[src/rtl/mmul_arb_pkg.sv]
// Shared types and helpers for the mmul engine arbiter.
// Optional watchdog: define MMUL_ARB_TIMEOUT_EN.
package mmul_arb_pkg;

    typedef enum logic [2:0] {
        ST_IDLE,
        ST_LOAD,
        ST_RUN,
        ST_DRAIN,
        ST_RESP
    } state_t;

    // Extra RUN cycles tolerated beyond the nominal M*N*L before giving up.
    localparam int TIMEOUT_SLACK = 8;

    // Upper bound on requester count handled by the search helper.
    localparam int MAX_REQ = 32;

    // First set bit at or after ptr, wrapping within n bits; -1 if none set.
    function automatic int rr_first(input logic [MAX_REQ-1:0] req, input int n, input int ptr);
        int res;
        int idx;
        res = -1;
        // Walk downwards so the lowest distance from ptr wins last.
        for (int k = MAX_REQ - 1; k >= 0; k--) begin
            if (k < n) begin
                idx = (ptr + k) % n;
                if (req[idx[4:0]]) res = idx;
            end
        end
        return res;
    endfunction

endpackage

[src/rtl/mmul_arbiter_rr_pick.sv]
// Combinational round-robin selector: one-hot grant, index and any-flag.
module rr_pick
    import mmul_arb_pkg::*;
#(
    parameter  int NREQ = 4,
    localparam int IW   = $clog2(NREQ)
) (
    input  logic [NREQ-1:0] i_req,
    input  logic [IW-1:0]   i_ptr,
    output logic [NREQ-1:0] o_grant,
    output logic [IW-1:0]   o_idx,
    output logic            o_any
);

    logic [MAX_REQ-1:0] w_req_ext;
    int                 w_sel;

    // Search from the pointer and encode the winner both ways.
    always_comb begin
        w_req_ext             = '0;
        w_req_ext[NREQ-1:0]   = i_req;
        w_sel                 = rr_first(w_req_ext, NREQ, int'(i_ptr));
        o_any                 = (w_sel >= 0);
        o_idx                 = o_any ? IW'(w_sel) : '0;
        o_grant               = o_any ? (NREQ'(1) << w_sel) : '0;
    end

endmodule

[src/rtl/mmul_arbiter.sv]
// Round-robin arbiter sharing one mmul engine between NREQ requesters.
// Optional watchdog on the RUN phase: define MMUL_ARB_TIMEOUT_EN.
module mmul_arbiter
    import mmul_arb_pkg::*;
#(
    parameter  int NREQ  = 4,
    parameter  int M     = 2,
    parameter  int N     = 2,
    parameter  int L     = 2,
    parameter  int WIDTH = 8,
    localparam int IW    = $clog2(NREQ),
    localparam int AW    = M * N * WIDTH,
    localparam int BW    = N * L * WIDTH,
    localparam int RW    = M * L * WIDTH
) (
    input  logic             i_clk,
    input  logic             i_reset,
    input  logic [NREQ-1:0]  i_req,
    input  logic [NREQ*AW-1:0] i_req_mat_a,
    input  logic [NREQ*BW-1:0] i_req_mat_b,
    output logic [NREQ-1:0]  o_req_ack,
    output logic             o_rsp_valid,
    input  logic             i_rsp_ready,
    output logic [IW-1:0]    o_rsp_id,
    output logic [RW-1:0]    o_rsp_mat,
    output logic             o_rsp_err,
    output logic             o_eng_reset,
    output logic             o_eng_enable,
    output logic [AW-1:0]    o_eng_mat_a,
    output logic [BW-1:0]    o_eng_mat_b,
    input  logic [RW-1:0]    i_eng_mat_axb,
    input  logic             i_eng_done,
    input  logic             i_eng_invalid
);

    state_t            r_state;
    logic [IW-1:0]     r_ptr;
    logic [NREQ-1:0]   r_ack;
    logic              r_rsp_valid;
    logic [IW-1:0]     r_rsp_id;
    logic [RW-1:0]     r_rsp_mat;
    logic              r_rsp_err;
    logic              r_eng_reset;
    logic              r_eng_enable;
    logic [AW-1:0]     r_eng_mat_a;
    logic [BW-1:0]     r_eng_mat_b;
`ifdef MMUL_ARB_TIMEOUT_EN
    localparam logic [15:0] WDOG_LAST = 16'(M * N * L + TIMEOUT_SLACK - 1);
    logic [15:0]       r_wdog;
`endif

    logic [NREQ-1:0]   w_grant;
    logic [IW-1:0]     w_idx;
    logic              w_any;

    rr_pick #(.NREQ(NREQ)) u_pick (
        .i_req   (i_req),
        .i_ptr   (r_ptr),
        .o_grant (w_grant),
        .o_idx   (w_idx),
        .o_any   (w_any)
    );

    // Job sequencer: grant, engine reset, run, drain, respond; all outputs registered.
    always_ff @(posedge i_clk) begin
        if (i_reset) begin
            r_state      <= ST_IDLE;
            r_ptr        <= '0;
            r_ack        <= '0;
            r_rsp_valid  <= 1'b0;
            r_rsp_id     <= '0;
            r_rsp_mat    <= '0;
            r_rsp_err    <= 1'b0;
            r_eng_reset  <= 1'b1;
            r_eng_enable <= 1'b0;
            r_eng_mat_a  <= '0;
            r_eng_mat_b  <= '0;
`ifdef MMUL_ARB_TIMEOUT_EN
            r_wdog       <= '0;
`endif
        end else begin
            r_ack       <= '0;
            r_eng_reset <= 1'b0;
            case (r_state)
                ST_IDLE: begin
                    if (w_any) begin
                        r_ack       <= w_grant;
                        r_eng_mat_a <= i_req_mat_a[int'(w_idx)*AW +: AW];
                        r_eng_mat_b <= i_req_mat_b[int'(w_idx)*BW +: BW];
                        r_rsp_id    <= w_idx;
                        r_ptr       <= (w_idx == IW'(NREQ - 1)) ? '0 : w_idx + IW'(1);
                        r_eng_reset <= 1'b1;
                        r_state     <= ST_LOAD;
                    end
                end
                ST_LOAD: begin
                    r_eng_enable <= 1'b1;
                    r_state      <= ST_RUN;
`ifdef MMUL_ARB_TIMEOUT_EN
                    r_wdog       <= '0;
`endif
                end
                ST_RUN: begin
                    if (i_eng_invalid) begin
                        r_eng_enable <= 1'b0;
                        r_rsp_err    <= 1'b1;
                        r_rsp_mat    <= '0;
                        r_rsp_valid  <= 1'b1;
                        r_state      <= ST_RESP;
                    end else if (i_eng_done) begin
                        r_eng_enable <= 1'b0;
                        r_state      <= ST_DRAIN;
                    end
`ifdef MMUL_ARB_TIMEOUT_EN
                    else if (r_wdog == WDOG_LAST) begin
                        // Engine hung: kick it back to a known state and report.
                        r_eng_enable <= 1'b0;
                        r_eng_reset  <= 1'b1;
                        r_rsp_err    <= 1'b1;
                        r_rsp_mat    <= '0;
                        r_rsp_valid  <= 1'b1;
                        r_state      <= ST_RESP;
                    end else begin
                        r_wdog <= r_wdog + 16'd1;
                    end
`endif
                end
                ST_DRAIN: begin
                    // Engine publishes its result the cycle after done.
                    r_rsp_mat   <= i_eng_mat_axb;
                    r_rsp_valid <= 1'b1;
                    r_state     <= ST_RESP;
                end
                ST_RESP: begin
                    if (i_rsp_ready) begin
                        r_rsp_valid <= 1'b0;
                        r_rsp_err   <= 1'b0;
                        r_state     <= ST_IDLE;
                    end
                end
                default: r_state <= ST_IDLE;
            endcase
        end
    end

    assign o_req_ack    = r_ack;
    assign o_rsp_valid  = r_rsp_valid;
    assign o_rsp_id     = r_rsp_id;
    assign o_rsp_mat    = r_rsp_mat;
    assign o_rsp_err    = r_rsp_err;
    assign o_eng_reset  = r_eng_reset;
    assign o_eng_enable = r_eng_enable;
    assign o_eng_mat_a  = r_eng_mat_a;
    assign o_eng_mat_b  = r_eng_mat_b;

endmodule

[config.mk]
export PLATFORM = sky130hd
export DESIGN_NAME = mmul_arbiter
export DESIGN_NICKNAME = d
export VERILOG_FILES = /design/src/rtl/mmul_arb_pkg.sv /design/src/rtl/mmul_arbiter_rr_pick.sv /design/src/rtl/mmul_arbiter.sv
export SDC_FILE = /design/constraint.sdc
export NUM_CORES = 1
export LEC_CHECK = 0
export CAP_MARGIN = 20
export CORE_AREA = 2 2 157 159
export DETAILED_ROUTE_END_ITERATION = 10
export DIE_AREA = 0 0 159 161
export PLACE_DENSITY_LB_ADDON = 0.05
export SYNTH_ARGS = -nofsm -noshare
export SYNTH_HDL_FRONTEND = slang
export SYNTH_SLANG_ARGS = --single-unit
[constraint.sdc]
create_clock -name i_clk -period 2.9 [get_ports i_clk]
set_clock_uncertainty 0.15 [all_clocks]
set_input_delay 0.725 -clock i_clk [delete_from_list [all_inputs] [get_ports i_clk]]
set_output_delay 0.725 -clock i_clk [all_outputs]
set_load 0.005 [all_outputs]
==> reports/metrics.csv <==
stage,metric,value,unit
cells_and_area,area_growth,83.9,%
timing,fin_ws,0.283,ns
clock_tree,clockBufferDepth,2,
timing,fin_setup_tns,0,ns
flow_run,drv_cap,0,
detailed_routing,wirelength,27400,µm
detailed_routing,drc,0,
power,pwr_density_cell,537,mW/mm²
synthesis,synth_edf_count,0,
critical_path,r2r_setup_slack,0.62,ns
synthesis,syn_area,0.00597,mm²
power,clkPwrFrac,0.240,
power,p_int,3.94,mW
power,power.leakage,3.80,nW
global_route,grt_start_max_net_pins,45,
global_route,grt_pass1_wl,41300,µm
synthesis,avgSynthCellArea,9.31,µm²
timing,grt_setup_unrepaired,no,
timing,setup_viol,0,
floorplan,die_area,0.0256,mm²
critical_path,path_class,input port to flop,
placed_design,io_buffers,402,
power,switching_power,1.95,mW
floorplan,die_w,159,µm
detailed_routing,first_pass_iters,4,
placed_design,place_congestion,0.832,
critical_path,worstPathArrival,2.77,ns
critical_path,crit_path_max_fanout,15,
synthesis,synth_seq_cells,111,
floorplan,die_h,161,µm
detailed_routing,viasPerCell,4.84,
synthesis,syn_nets,938,
global_route,grt_overflow,0,
timing,hold_viol,0,
power,p_seq_frac,0.325,
power,peakVddDrop,0.272,mV
critical_path,r2r_start,r_ptr[1],
clock_tree,cts_setup_buffers,0,
synthesis,ys_warn_count,0,
run_status,status,finished clean,
cells_and_area,nNetsFinal,1329,
critical_path,cp.required,3.06,ns
power,swShare,0.331,
clock_tree,cts_buffers,9,
placed_design,dpl-instance-area,0.0106,mm²
synthesis,ys.flop_type,dfxtp_1,
clock_tree,cts-root-buf,clkbuf_16,
worst_hold_path,hold_depth,2,
clock_tree,clock_latency,0.36,ns
global_route,antenna_found_initial,1,
timing,maxSlewHeadroom,0.681,
worst_hold_path,holdCritPathClass,flop to flop,
synthesis,synth_cell_types,36,
worst_hold_path,hold_end,o_eng_mat_b[9],
timing,holdWs,0.299,ns
timing,slew_viol_final,0,
floorplan,row_count,57,
power,combPwrFrac,0.434,
placed_design,dp_worst_setup_slack,-0.0969,ns
placed_design,dp_hpwl,20500,µm
critical_path,reg2reg_depth,6,
critical_path,worstReg2RegEnd,o_eng_mat_b[21],
clock_tree,clkTransAtPathRegs,0.09,ns
critical_path,critPathCaptureType,flop,
clock_tree,clock-sinks,111,
timing,tightest_slew,0.478,ns
global_route,grtUsageTotal,0.208,
detailed_routing,route.antenna.remaining_nets,0,
synthesis,netlist_instances,641,
worst_hold_path,hold_start,o_eng_mat_b[9],
clock_tree,htree_levels,3,
timing,layout_min_cycle_time,2.62,ns
detailed_routing,vias,6595,
detailed_routing,post_drt_wl_per_cell,20.1,µm
power,power,5.89,mW
global_route,first_global_vias,6714,
synthesis,ys_seq_area_frac,0.372,
floorplan,start_util,0.249,
cells_and_area,fin_area,0.0110,mm²
floorplan,coreArea,0.0240,mm²
cells_and_area,layout-drive-gt1-share,0.179,
timing,fmax,0.382,GHz
detailed_routing,drt-initial-drc-count,287,
critical_path,cp-start-kind,input port,
clock_tree,hold_buffers,0,
clock_tree,cts_resized,0,
clock_tree,cts_tree,yes,
synthesis,async_flop_share,0,
floorplan,ios,403,
timing,period_share,0.902,
[worst max-delay path by stage]
stage / start / cells after the start / end
final: i_req[0] / 9 / o_eng_mat_a[18]
after global routing: i_req[0] / 9 / o_eng_mat_a[24]
after CTS: i_req[0] / 9 / o_eng_mat_a[18]
after detailed placement: i_req[2] / 7 / o_eng_mat_b[21]
after global placement: i_req[2] / 7 / o_eng_mat_b[21]
after floorplan: i_req[1] / 8 / o_eng_mat_b[10]
[cells in the mapped netlist (2+ instances only)]
master / count / area (µm²)
dfxtp_1: 111 / 2220
nand2_1: 70 / 263
o221ai_1: 66 / 578
o21ai_1: 61 / 305
a211oi_2: 60 / 751
and3_4: 50 / 563
nor2_1: 48 / 180
a22oi_1: 32 / 240
clkbuf_1: 26 / 97.6
buf_2: 24 / 120
and3_1: 16 / 100
buf_4: 10 / 75.1
o21ai_0: 10 / 50.1
buf_6: 8 / 90.1
a21oi_1: 7 / 35.0
a211oi_1: 6 / 45.0
nor3_1: 5 / 25.0
inv_1: 4 / 15.0
nor2b_1: 4 / 25.0
buf_1: 3 / 11.3
mux2i_1: 2 / 20.0
nor4_1: 2 / 12.5
o31ai_1: 2 / 15.0
or4_4: 2 / 22.5
[sequential cells by signal, summed over array words and instances (netlist names)]
signal / cells
o_req_ack: 4
o_rsp_err: 1
o_eng_reset: 1
o_eng_mat_a: 32
o_rsp_mat: 32
r_ptr: 2
o_rsp_id: 2
o_eng_mat_b: 32
r_state: 3
o_rsp_valid: 1
o_eng_enable: 1
[logic make-up after synthesis]
| group | share of synthesized area |
|---|---|
| AO/OA/AOI/OAI | 0.344 |
| buffers and inverters | 0.0692 |
| flip-flops | 0.372 |
| multiplexers | 0.00335 |
| AND/OR/NAND/NOR | 0.212 |
[per-layer routing]
metal	part of all wire	global-route usage	wire length, µm	vias up
li1	-	-	-	3224
met1	0.42	0.247	11400	3107
met2	0.50	0.368	13700	232
met3	0.053	0.0514	1460	32
met4	0.027	0.0702	747	0
met5	0	0	0	-
[layout by cell type, fill, tap and decap left out, types with 2 or more instances in the layout]
cell and instances:
inv_1 4, diode_2 2, a211oi_2 60, nor4_1 2, or4_4 2, buf_12 17, clkinv_8 3, clkbuf_16 9
a21oi_1 7, a211oi_1 6, nor3_1 5, nor2_4 2, o221ai_1 65, o21ai_0 10, clkdlybuf4s50_1 402, and3_1 16
dfxtp_1 111, nand2_1 69, mux2i_1 2, inv_8 2, nor2_1 46, buf_4 32, nor2b_1 4, a22oi_1 32
and3_4 50, o21ai_1 61
[power groups by stage]
stage / logic, mW / clock network [mW] / registers (mW)
CTS: 2.60 / 1.48 / 1.92
detailed placement: 2.59 / 0 / 1.96
floorplan: 1.16 / 0 / 1.95
global placement: 2.59 / 0 / 1.95
finish: 2.56 / 1.42 / 1.92
global route: 2.75 / 1.52 / 1.95
[worst max-delay path, cell delays in order]
cell	delay, ns
clkdlybuf4s50_1	0.51
nor2b_1	0.28
nor3_1	0.08
buf_4	0.15
o31ai_4	0.22
buf_4	0.31
buf_12	0.18
o221ai_1	0.15
o21ai_1	0.15
[final cells by class]
class,instances,area [µm²]
Multi-Input combinational cell,454,3390
Fill cell,2398,13000
Antenna cell,2,5.00
Sequential cell,111,2220
Clock inverter,7,110
Timing Repair Buffer,451,4600
Inverter,5,18.8
Tap cell,324,405
Clock buffer,9,225
[stage by stage]
stage	utilization	cells
finish	0.458	1363
global route	0.458	1362
CTS	0.458	1361
detailed placement	0.444	1345
global placement	0.444	1345
floorplan	-	641
Power figures use the tool's default switching activity.
